`src/rtl/arith_pkg.sv`:
```
// Shared encodings for the bit-serial arithmetic blocks.
//   ORDER_LSB / ORDER_MSB : which end of the word the first serial bit lands in
//   buf_state_e           : single-entry output buffer occupancy
package arith_pkg;

  localparam bit ORDER_LSB = 1'b1;
  localparam bit ORDER_MSB = 1'b0;

  typedef enum logic {
    BUF_EMPTY = 1'b0,
    BUF_FULL  = 1'b1
  } buf_state_e;

endpackage

```
`src/rtl/sipo_deserializer_if.sv`:
```
// Serial-in / word-out bus of the deserializer.
//   clr, in_valid, in_bit, out_ready : driven by the surrounding logic (master)
//   in_ready, out_valid, out_data,
//   bit_cnt                          : driven by the deserializer (slave)
interface sipo_deserializer_if #(
  parameter int unsigned WIDTH = 8
);

  localparam int unsigned CNT_W = $clog2(WIDTH);

  logic             clr;
  logic             in_valid;
  logic             in_ready;
  logic             in_bit;
  logic             out_valid;
  logic             out_ready;
  logic [WIDTH-1:0] out_data;
  logic [CNT_W-1:0] bit_cnt;

  modport master (
    output clr, in_valid, in_bit, out_ready,
    input  in_ready, out_valid, out_data, bit_cnt
  );

  modport slave (
    input  clr, in_valid, in_bit, out_ready,
    output in_ready, out_valid, out_data, bit_cnt
  );

endinterface

```
`src/rtl/sipo_word_buf.sv`:
```
// Single-entry output word buffer with EMPTY/FULL occupancy FSM.
//   clk, rst_n   : clock, async active-low reset
//   load_i       : a frame completes this cycle; capture load_data_i
//   load_data_i  : fully assembled word
//   last_bit_i   : the frame counter sits on its final bit
//   out_ready_i  : consumer takes the held word this cycle
//   out_valid_o  : held word is valid
//   out_data_o   : held word (keeps the last word when not valid)
//   in_ready_c   : combinational; low only when the final bit would overrun a stalled word
module sipo_word_buf
  import arith_pkg::*;
#(
  parameter int unsigned WIDTH = 8
) (
  input  logic             clk,
  input  logic             rst_n,
  input  logic             load_i,
  input  logic [WIDTH-1:0] load_data_i,
  input  logic             last_bit_i,
  input  logic             out_ready_i,
  output logic             out_valid_o,
  output logic [WIDTH-1:0] out_data_o,
  output logic             in_ready_c
);

  buf_state_e       state_q, state_d;
  logic [WIDTH-1:0] data_q;

  // State register
  always_ff @(posedge clk or negedge rst_n) begin
    if (!rst_n) state_q <= BUF_EMPTY;
    else        state_q <= state_d;
  end

  // Next state: a completion always refills, even while draining
  always_comb begin
    state_d = state_q;
    case (state_q)
      BUF_EMPTY: if (load_i) state_d = BUF_FULL;
      BUF_FULL:  if (!load_i && out_ready_i) state_d = BUF_EMPTY;
      default:   state_d = BUF_EMPTY;
    endcase
  end

  // Outputs
  always_comb begin
    out_valid_o = (state_q == BUF_FULL);
    in_ready_c  = !(last_bit_i && (state_q == BUF_FULL) && !out_ready_i);
  end

  // Word register; a load only occurs when the slot is free or being drained
  always_ff @(posedge clk or negedge rst_n) begin
    if (!rst_n)      data_q <= '0;
    else if (load_i) data_q <= load_data_i;
  end

  assign out_data_o = data_q;

endmodule

```
`src/rtl/sipo_deserializer.sv`:
```
// Serial-in / parallel-out deserializer with frame counter and backpressure.
//   clk    : rising-edge clock
//   rst_n  : async active-low reset
//   bus    : slave side of sipo_deserializer_if
//            (clr, in_valid/in_ready/in_bit, out_valid/out_ready/out_data, bit_cnt)
// Parameters: WIDTH (2..64), LSB_FIRST (1: first bit lands in out_data[0]).
module sipo_deserializer
  import arith_pkg::*;
#(
  parameter int unsigned WIDTH     = 8,
  parameter bit          LSB_FIRST = 1'b1
) (
  input logic                  clk,
  input logic                  rst_n,
  sipo_deserializer_if.slave   bus
);

  localparam int unsigned      CNT_W = $clog2(WIDTH);
  localparam logic [CNT_W-1:0] LAST  = CNT_W'(WIDTH - 1);
  localparam bit               ORDER = LSB_FIRST ? ORDER_LSB : ORDER_MSB;

  logic [WIDTH-1:0] shift_q, shift_d, shifted;
  logic [CNT_W-1:0] cnt_q, cnt_d;
  logic             last_bit, accept, complete, in_ready;
  logic             out_valid;
  logic [WIDTH-1:0] out_data;

  assign last_bit = (cnt_q == LAST);
  assign accept   = bus.in_valid && in_ready;
  // clr overrides any same-cycle accept, so it can never complete a frame
  assign complete = accept && !bus.clr && last_bit;

  // Shift register contents once the current bit is included
  always_comb begin
    if (ORDER == ORDER_LSB) shifted = {bus.in_bit, shift_q[WIDTH-1:1]};
    else                    shifted = {shift_q[WIDTH-2:0], bus.in_bit};
  end

  // Shifter and frame counter next state
  always_comb begin
    shift_d = shift_q;
    cnt_d   = cnt_q;
    if (bus.clr) begin
      shift_d = '0;
      cnt_d   = '0;
    end else if (accept) begin
      shift_d = shifted;
      cnt_d   = last_bit ? '0 : cnt_q + CNT_W'(1);
    end
  end

  always_ff @(posedge clk or negedge rst_n) begin
    if (!rst_n) begin
      shift_q <= '0;
      cnt_q   <= '0;
    end else begin
      shift_q <= shift_d;
      cnt_q   <= cnt_d;
    end
  end

  sipo_word_buf #(
    .WIDTH (WIDTH)
  ) u_word_buf (
    .clk         (clk),
    .rst_n       (rst_n),
    .load_i      (complete),
    .load_data_i (shifted),
    .last_bit_i  (last_bit),
    .out_ready_i (bus.out_ready),
    .out_valid_o (out_valid),
    .out_data_o  (out_data),
    .in_ready_c  (in_ready)
  );

  assign bus.in_ready  = in_ready;
  assign bus.out_valid = out_valid;
  assign bus.out_data  = out_data;
  assign bus.bit_cnt   = cnt_q;

endmodule

```
`src/flat_wrapper.sv`:
```
// flat-port wrapper written by rule: the top's interface ports become plain ports
module sipo_deserializer_flat import arith_pkg::*;
#(
  parameter int unsigned WIDTH     = 8,
  parameter bit          LSB_FIRST = 1'b1
)
  (clk, rst_n, bus_clr, bus_in_valid, bus_in_bit, bus_out_ready, bus_in_ready, bus_out_valid, bus_out_data, bus_bit_cnt);
  sipo_deserializer_if #(.WIDTH(WIDTH)) bus_i ();
  input logic clk;
  input logic rst_n;
  input wire logic [$bits(bus_i.clr)-1:0] bus_clr;
  input wire logic [$bits(bus_i.in_valid)-1:0] bus_in_valid;
  input wire logic [$bits(bus_i.in_bit)-1:0] bus_in_bit;
  input wire logic [$bits(bus_i.out_ready)-1:0] bus_out_ready;
  output wire logic [$bits(bus_i.in_ready)-1:0] bus_in_ready;
  output wire logic [$bits(bus_i.out_valid)-1:0] bus_out_valid;
  output wire logic [$bits(bus_i.out_data)-1:0] bus_out_data;
  output wire logic [$bits(bus_i.bit_cnt)-1:0] bus_bit_cnt;
  assign bus_i.clr = bus_clr;
  assign bus_i.in_valid = bus_in_valid;
  assign bus_i.in_bit = bus_in_bit;
  assign bus_i.out_ready = bus_out_ready;
  assign bus_in_ready = bus_i.in_ready;
  assign bus_out_valid = bus_i.out_valid;
  assign bus_out_data = bus_i.out_data;
  assign bus_bit_cnt = bus_i.bit_cnt;
  sipo_deserializer #(.WIDTH(WIDTH), .LSB_FIRST(LSB_FIRST)) u_core (.clk(clk), .rst_n(rst_n), .bus(bus_i));
endmodule
```
`config.mk`:
```
export PLATFORM = sky130hd
export DESIGN_NAME = sipo_deserializer_flat
export DESIGN_NICKNAME = d
export VERILOG_FILES = /design/src/rtl/arith_pkg.sv /design/src/rtl/sipo_deserializer_if.sv /design/src/rtl/sipo_word_buf.sv /design/src/rtl/sipo_deserializer.sv /design/src/flat_wrapper.sv
export SDC_FILE = /design/constraint.sdc
export NUM_CORES = 1
export LEC_CHECK = 0
export BUFFER_PORTS_ARGS = -buffer_cell sky130_fd_sc_hd__clkbuf_2
export CAP_MARGIN = 20
export CORE_ASPECT_RATIO = 0.9
export CORE_MARGIN = 2
export CORE_UTILIZATION = 50
export CTS_BUF_LIST = sky130_fd_sc_hd__clkbuf_4 sky130_fd_sc_hd__clkbuf_8 sky130_fd_sc_hd__clkbuf_16
export CTS_CLUSTER_SIZE = 40
export DETAILED_ROUTE_END_ITERATION = 6
export PLACE_DENSITY_LB_ADDON = 0.05
export SLEW_MARGIN = 15
export SYNTH_ARGS = -nofsm -noshare
export SYNTH_HDL_FRONTEND = slang
export SYNTH_SLANG_ARGS = --single-unit
```
`constraint.sdc`:
```
create_clock -name clk -period 2.1 [get_ports clk]
set_input_delay 0.105 -clock clk [delete_from_list [all_inputs] [get_ports clk]]
set_output_delay 0.105 -clock clk [all_outputs]
set_load 0.02 [all_outputs]
```
**Yosys cells after proc, flatten, opt, wreduce, memory -nomap -nowiden**

Cells that the tools add are included.

- Flip-flop bits (word level): 20
- Input bits: 6
- Output and inout port bits: 13
- Logic and storage cells: 26

- Add/subtract/negate cells: 1
- Equal/unequal tests: 1
- Multiplexer cells: 8
- Bitwise gates (word level): 1
- Reductions and logical operators: 11

Operators with widths:

| operator | number |
|---|---|
| $mux 8 | 2 |
| $mux 3 | 3 |
| $logic_and 1x1->1 | 6 |
| $logic_not 1->1 | 4 |
| $add 3x1->3 const B | 1 |
| $eq 3x3->1 const B | 1 |
| $mux 1 | 2 |
| $pmux 1 s2 | 1 |
| $reduce_bool 2->1 | 1 |
| $not 1->1 | 1 |

**Depth between registers and ports, before layout**

- Word-level depth: 11
- Gate-level depth with buffers: 6
- Mapped depth without buffers: 6

**Modules after synthesis**

Synthesis repeated with hierarchy kept, for this count alone.

- Cells, all modules: 69
- Area total of the unflattened synthesis: 937.1 µm²

Modules (own cells, without submodules):

| module | instances | cells each | area each (µm²) | sequential area each (µm²) |
|---|---|---|---|---|
| sipo_deserializer | 1 | 48 | 563.0 | 250.2 |
| sipo_word_buf | 1 | 21 | 374.1 | 225.2 |

**Worst setup path before layout**

OpenSTA, ideal clock, no wires.

- Path kind: flip-flop to flip-flop
- Start: reg u_core.cnt_q[0] (netlist: u_core.bus.bit_cnt[0])
- End: reg u_core.cnt_q[2] (netlist: u_core.bus.bit_cnt[2])
- Library setup time: 0.121 ns
- Arrival: 1.589 ns
- Data required time: 1.979 ns
- Setup slack: 0.390 ns
- Stages on the path, launching flop included: 7
- Path buffers: 0
- Clock period less this slack: 1.710 ns
- Path through: dfrtp_1 ha_1 ha_1 and3b_1 inv_1 a21oi_2 a22o_1

- Word-level cells in the longest chain between the ends: 6
- Elaborated cells on any way between the ends: 10
- Those cells by class: add/sub: 1; eq/ne: 1; mux: 3; reduce/logical: 5

RTL lines:

| what | line | RTL |
|---|---|---|
| start: declaration | sipo_deserializer.sv:23 | `logic [CNT_W-1:0] cnt_q, cnt_d;` |
| start signal: assignment | sipo_deserializer.sv:58 | `cnt_q <= cnt_d;` |
| $eq 3x3->1 | sipo_deserializer.sv:28 | `assign last_bit = (cnt_q == LAST);` |
| $logic_and 1x1->1 (2 in series) | sipo_word_buf.sv:48 | `in_ready_c = !(last_bit_i && (state_q == BUF_FULL) && !out_ready_i);` |
| $logic_not 1->1 | sipo_word_buf.sv:48 |  |
| named net bus_in_ready | flat_wrapper.sv:15 | `output wire logic [$bits(bus_i.in_ready)-1:0] bus_in_ready;` |
| $logic_and 1x1->1 | sipo_deserializer.sv:29 | `assign accept = bus.in_valid && in_ready;` |
| $reduce_bool 2->1 (no line) | n/a |  |

The timed path passes the listed nets, and every way through them passes these cells. The select of a mux whose other input is x is not followed.
A chain may end at the register's enable or synchronous reset.

**Final worst setup path**

- Start: reg u_core.cnt_q[0] (netlist: u_core.bus.bit_cnt[0])
- End: out bus_in_ready

- Word-level cells in the longest chain between the ends: 4

RTL lines:

| what | line |
|---|---|
| $eq 3x3->1 | sipo_deserializer.sv:28 |
| $logic_and 1x1->1 (2 in series) | sipo_word_buf.sv:48 |
| $logic_not 1->1 | sipo_word_buf.sv:48 |
| end: declaration | flat_wrapper.sv:15 |

Every way passes these cells.

==> flow_summary_export.csv <==
group,metric,value,unit
timing,post-route-period-util,0.828,
finish,regArea,475,sq um
finish,drive_above_1_share,0.429,
synthesis,async_reset_ff_frac,1.00,
power,finalPower,593,uW
die,start_util,0.544,
outcome,status,"complete, no violations",
timing,setup_viol_count_final,0,
global_routing,antenna_found_initial,0,
synthesis,synth.yosys.seq_area_share,0.597,
route,post_drt_wl_per_cell,14.2,microns
synthesis,synth-main-ff-cell,"dfrtp_1",
clocking,cts_root_buf,"clkbuf_4",
timing,finalHoldViolations,0,
placed_design,io_buffers,18,
clocking,clock-sinks,19,
route,viasPerCell,5.64,
timing,slew_headroom,0.657,
power,power_leakage,0.000508,uW
worst_setup_path,cp_max_fo,5,
global_routing,grt_overflow_total,0,
worst_setup_path,r2r_setup_slack,0.38,ns
synthesis,synth_top_area_cell,"dfrtp_1",
die,io_pins,19,
min_path,hold_path_depth,2,
synthesis,synth_edf_count,0,
worst_setup_path,crit_arrival,1.63,ns
worst_setup_path,crit_path_end_kind,"primary output",
synthesis,synth_cell_type_count,17,
finish,final_area,940,sq um
finish,nFillCells,118,
finish,multi_input_area,303,sq um
die,rows,13,
placed_design,dpl.hpwl,952,microns
global_routing,grt_start_max_net_pins,20,
clocking,insertion_delay,0.29,ns
die,dieArea,1930,sq um
worst_setup_path,criticalPathCategory,"flop to primary output",
synthesis,syn_nets,62,
clocking,clkTransAtPathRegs,0.10,ns
timing,period_needed,1.74,ns
worst_setup_path,critPathLaunchType,"flop",
route,ant_nets,0,
die,die_h,41.9,microns
timing,worstMarginPinSlew,0.514,ns
power,power.density,631,nW/um^2
timing,clock-skew-final,0.00634,ns
route,drc,0,
clocking,cts_resized,0,
die,coreArea,1460,sq um
global_routing,grt_use_total,0.155,
timing,drv_slew,0,
min_path,worstHoldPathType,"input pin to flop",
finish,area_delta_synth_final,17.9,%
clocking,cts_max_level,1,
finish,fin_cells,92,
placed_design,dpl.cell_count,87,
timing,max_freq,575,MHz
timing,setup_tns,0,ns
timing,rsz0062_at_grt,"false",
clocking,cts_tree,"done",
die,die_w,46.1,microns
worst_setup_path,reg2reg_depth,4,
finish,final_nets,86,
clocking,cts.path.max_buffers,2,
worst_setup_path,cp.required,2.00,ns
synthesis,yosys.area.top_type_share,0.597,
synthesis,syn_inst,54,
job,drv_cap,0,
route,wl,1310,microns
power,peakVddDrop,0.530,mV
global_routing,grt_pass1_vias,465,
clocking,numCtsBuffers,3,
synthesis,ys_top_cells_by_count,"dfrtp_1, a22o_1, mux2_4",
route,dr.pass1.iters,4,
timing,fin_hold_ws,0.0451,ns
placed_design,place_area,902,sq um
route,num_vias,519,
synthesis,ys_top_cells_by_area,"dfrtp_1, mux2_4, a22o_1",
finish,num_antenna_cells,0,
synthesis,synth_area,797,sq um
synthesis,syn_area_per_cell,14.8,sq um
placed_design,routabilityCongestion,0.815,
route,first_iter_violations,1,
synthesis,yosys_warnings,0,
global_routing,grt_pass1_wl,2130,microns
synthesis,yosysMostFrequentCell,"dfrtp_1",
synthesis,ys_ff_latch,19,
-- area by class of cell --
type / instances / share of cell area
sequential: 19 / 0.506
tap: 15 / 0.0200
inverter: 2 / 0.00799
clock buffer: 3 / 0.0240
timing repair buffer: 20 / 0.115
clock inverter: 1 / 0.00533
multi-input combinational: 32 / 0.322
-- flip-flops by register name, summed over array words and instances (netlist names) --
signal and count:
u_core.shift_q 7, u_core.bus.bit_cnt 3, u_core.u_word_buf.out_data_o 8, u_core.u_word_buf.out_valid_o 1
-- final timing paths --
| kind | startpoint | to |
|---|---|---|
| setup / recovery | u_core.bus.bit_cnt[0] | bus_in_ready |
| hold / removal | bus_clr | u_core.bus.bit_cnt[1] |
| setup reg to reg | u_core.bus.bit_cnt[1] | u_core.u_word_buf.out_data_o[5] |
| hold reg to reg | u_core.u_word_buf.out_data_o[5] | u_core.u_word_buf.out_data_o[5] |
| max in group asynchronous | rst_n | u_core.bus.bit_cnt[0] |
| min in group asynchronous | rst_n | u_core.shift_q[1] |
-- worst max-delay path: stages (launching register included) --
cell	delay, ns
dfrtp_1	0.42
ha_1	0.21
ha_1	0.22
and3b_1	0.23
inv_1	0.10
clkbuf_2	0.17
-- report_power, final --
part           switching, uW  leakage, uW  internal [uW]
clock                    107    0.0000177           70.9
sequential              4.73     0.000263            371
combinational           24.4     0.000227           15.5
-- layout by cell type, fill, tap and decap left out, drive strengths merged --
cell type and count:
a21oi 3, a22o 8, and3 1, and3b 1, buf 1, clkbuf 21, clkinv 1, dfrtp 19
dlygate4sd3 1, ha 2, inv 2, mux2 8, nand2 2, nand2b 1, nand3b 1, nor2b 1
nor3 1, o21ai 2, or3 1
-- per-layer routing --
layer  share of wire  global-route usage  up-vias  routed length (microns)
met4          0.0076              0.0343        0                       10
li1                -                   -      244                        -
met3           0.057              0.0652        2                       75
met5               0                   0        -                        0
met2            0.47               0.228       14                      613
met1            0.47               0.211      259                      611
-- kinds of logic (layout without fill, tap and decap cells) --
kind of cell | count (synthesis) | in the layout | share of synthesized area
fa+ha+maj | 2 | 2 | 0.0314
buf+inv | 3 | 26 | 0.0236
flops | 19 | 19 | 0.597
simple gates | 9 | 9 | 0.0738
mux | 8 | 8 | 0.151
compound gates | 13 | 13 | 0.124
-- through the flow --
step | util | worst slack (ns)
final | 0.642 | 0.360
after global routing | 0.642 | 0.251
after detailed placement | 0.616 | 0.389
after global placement | 0.616 | 0.405
after CTS | 0.642 | 0.352
after floorplan | - | 0.390
-- repair_timing --
| action | CTS | global route |
|---|---|---|
| endpoints found under the hold margin | 19 | 0 |
| setup buffers | 0 | 0 |
| hold buffers | 1 | 0 |
(Power assumes the default switching activity.)
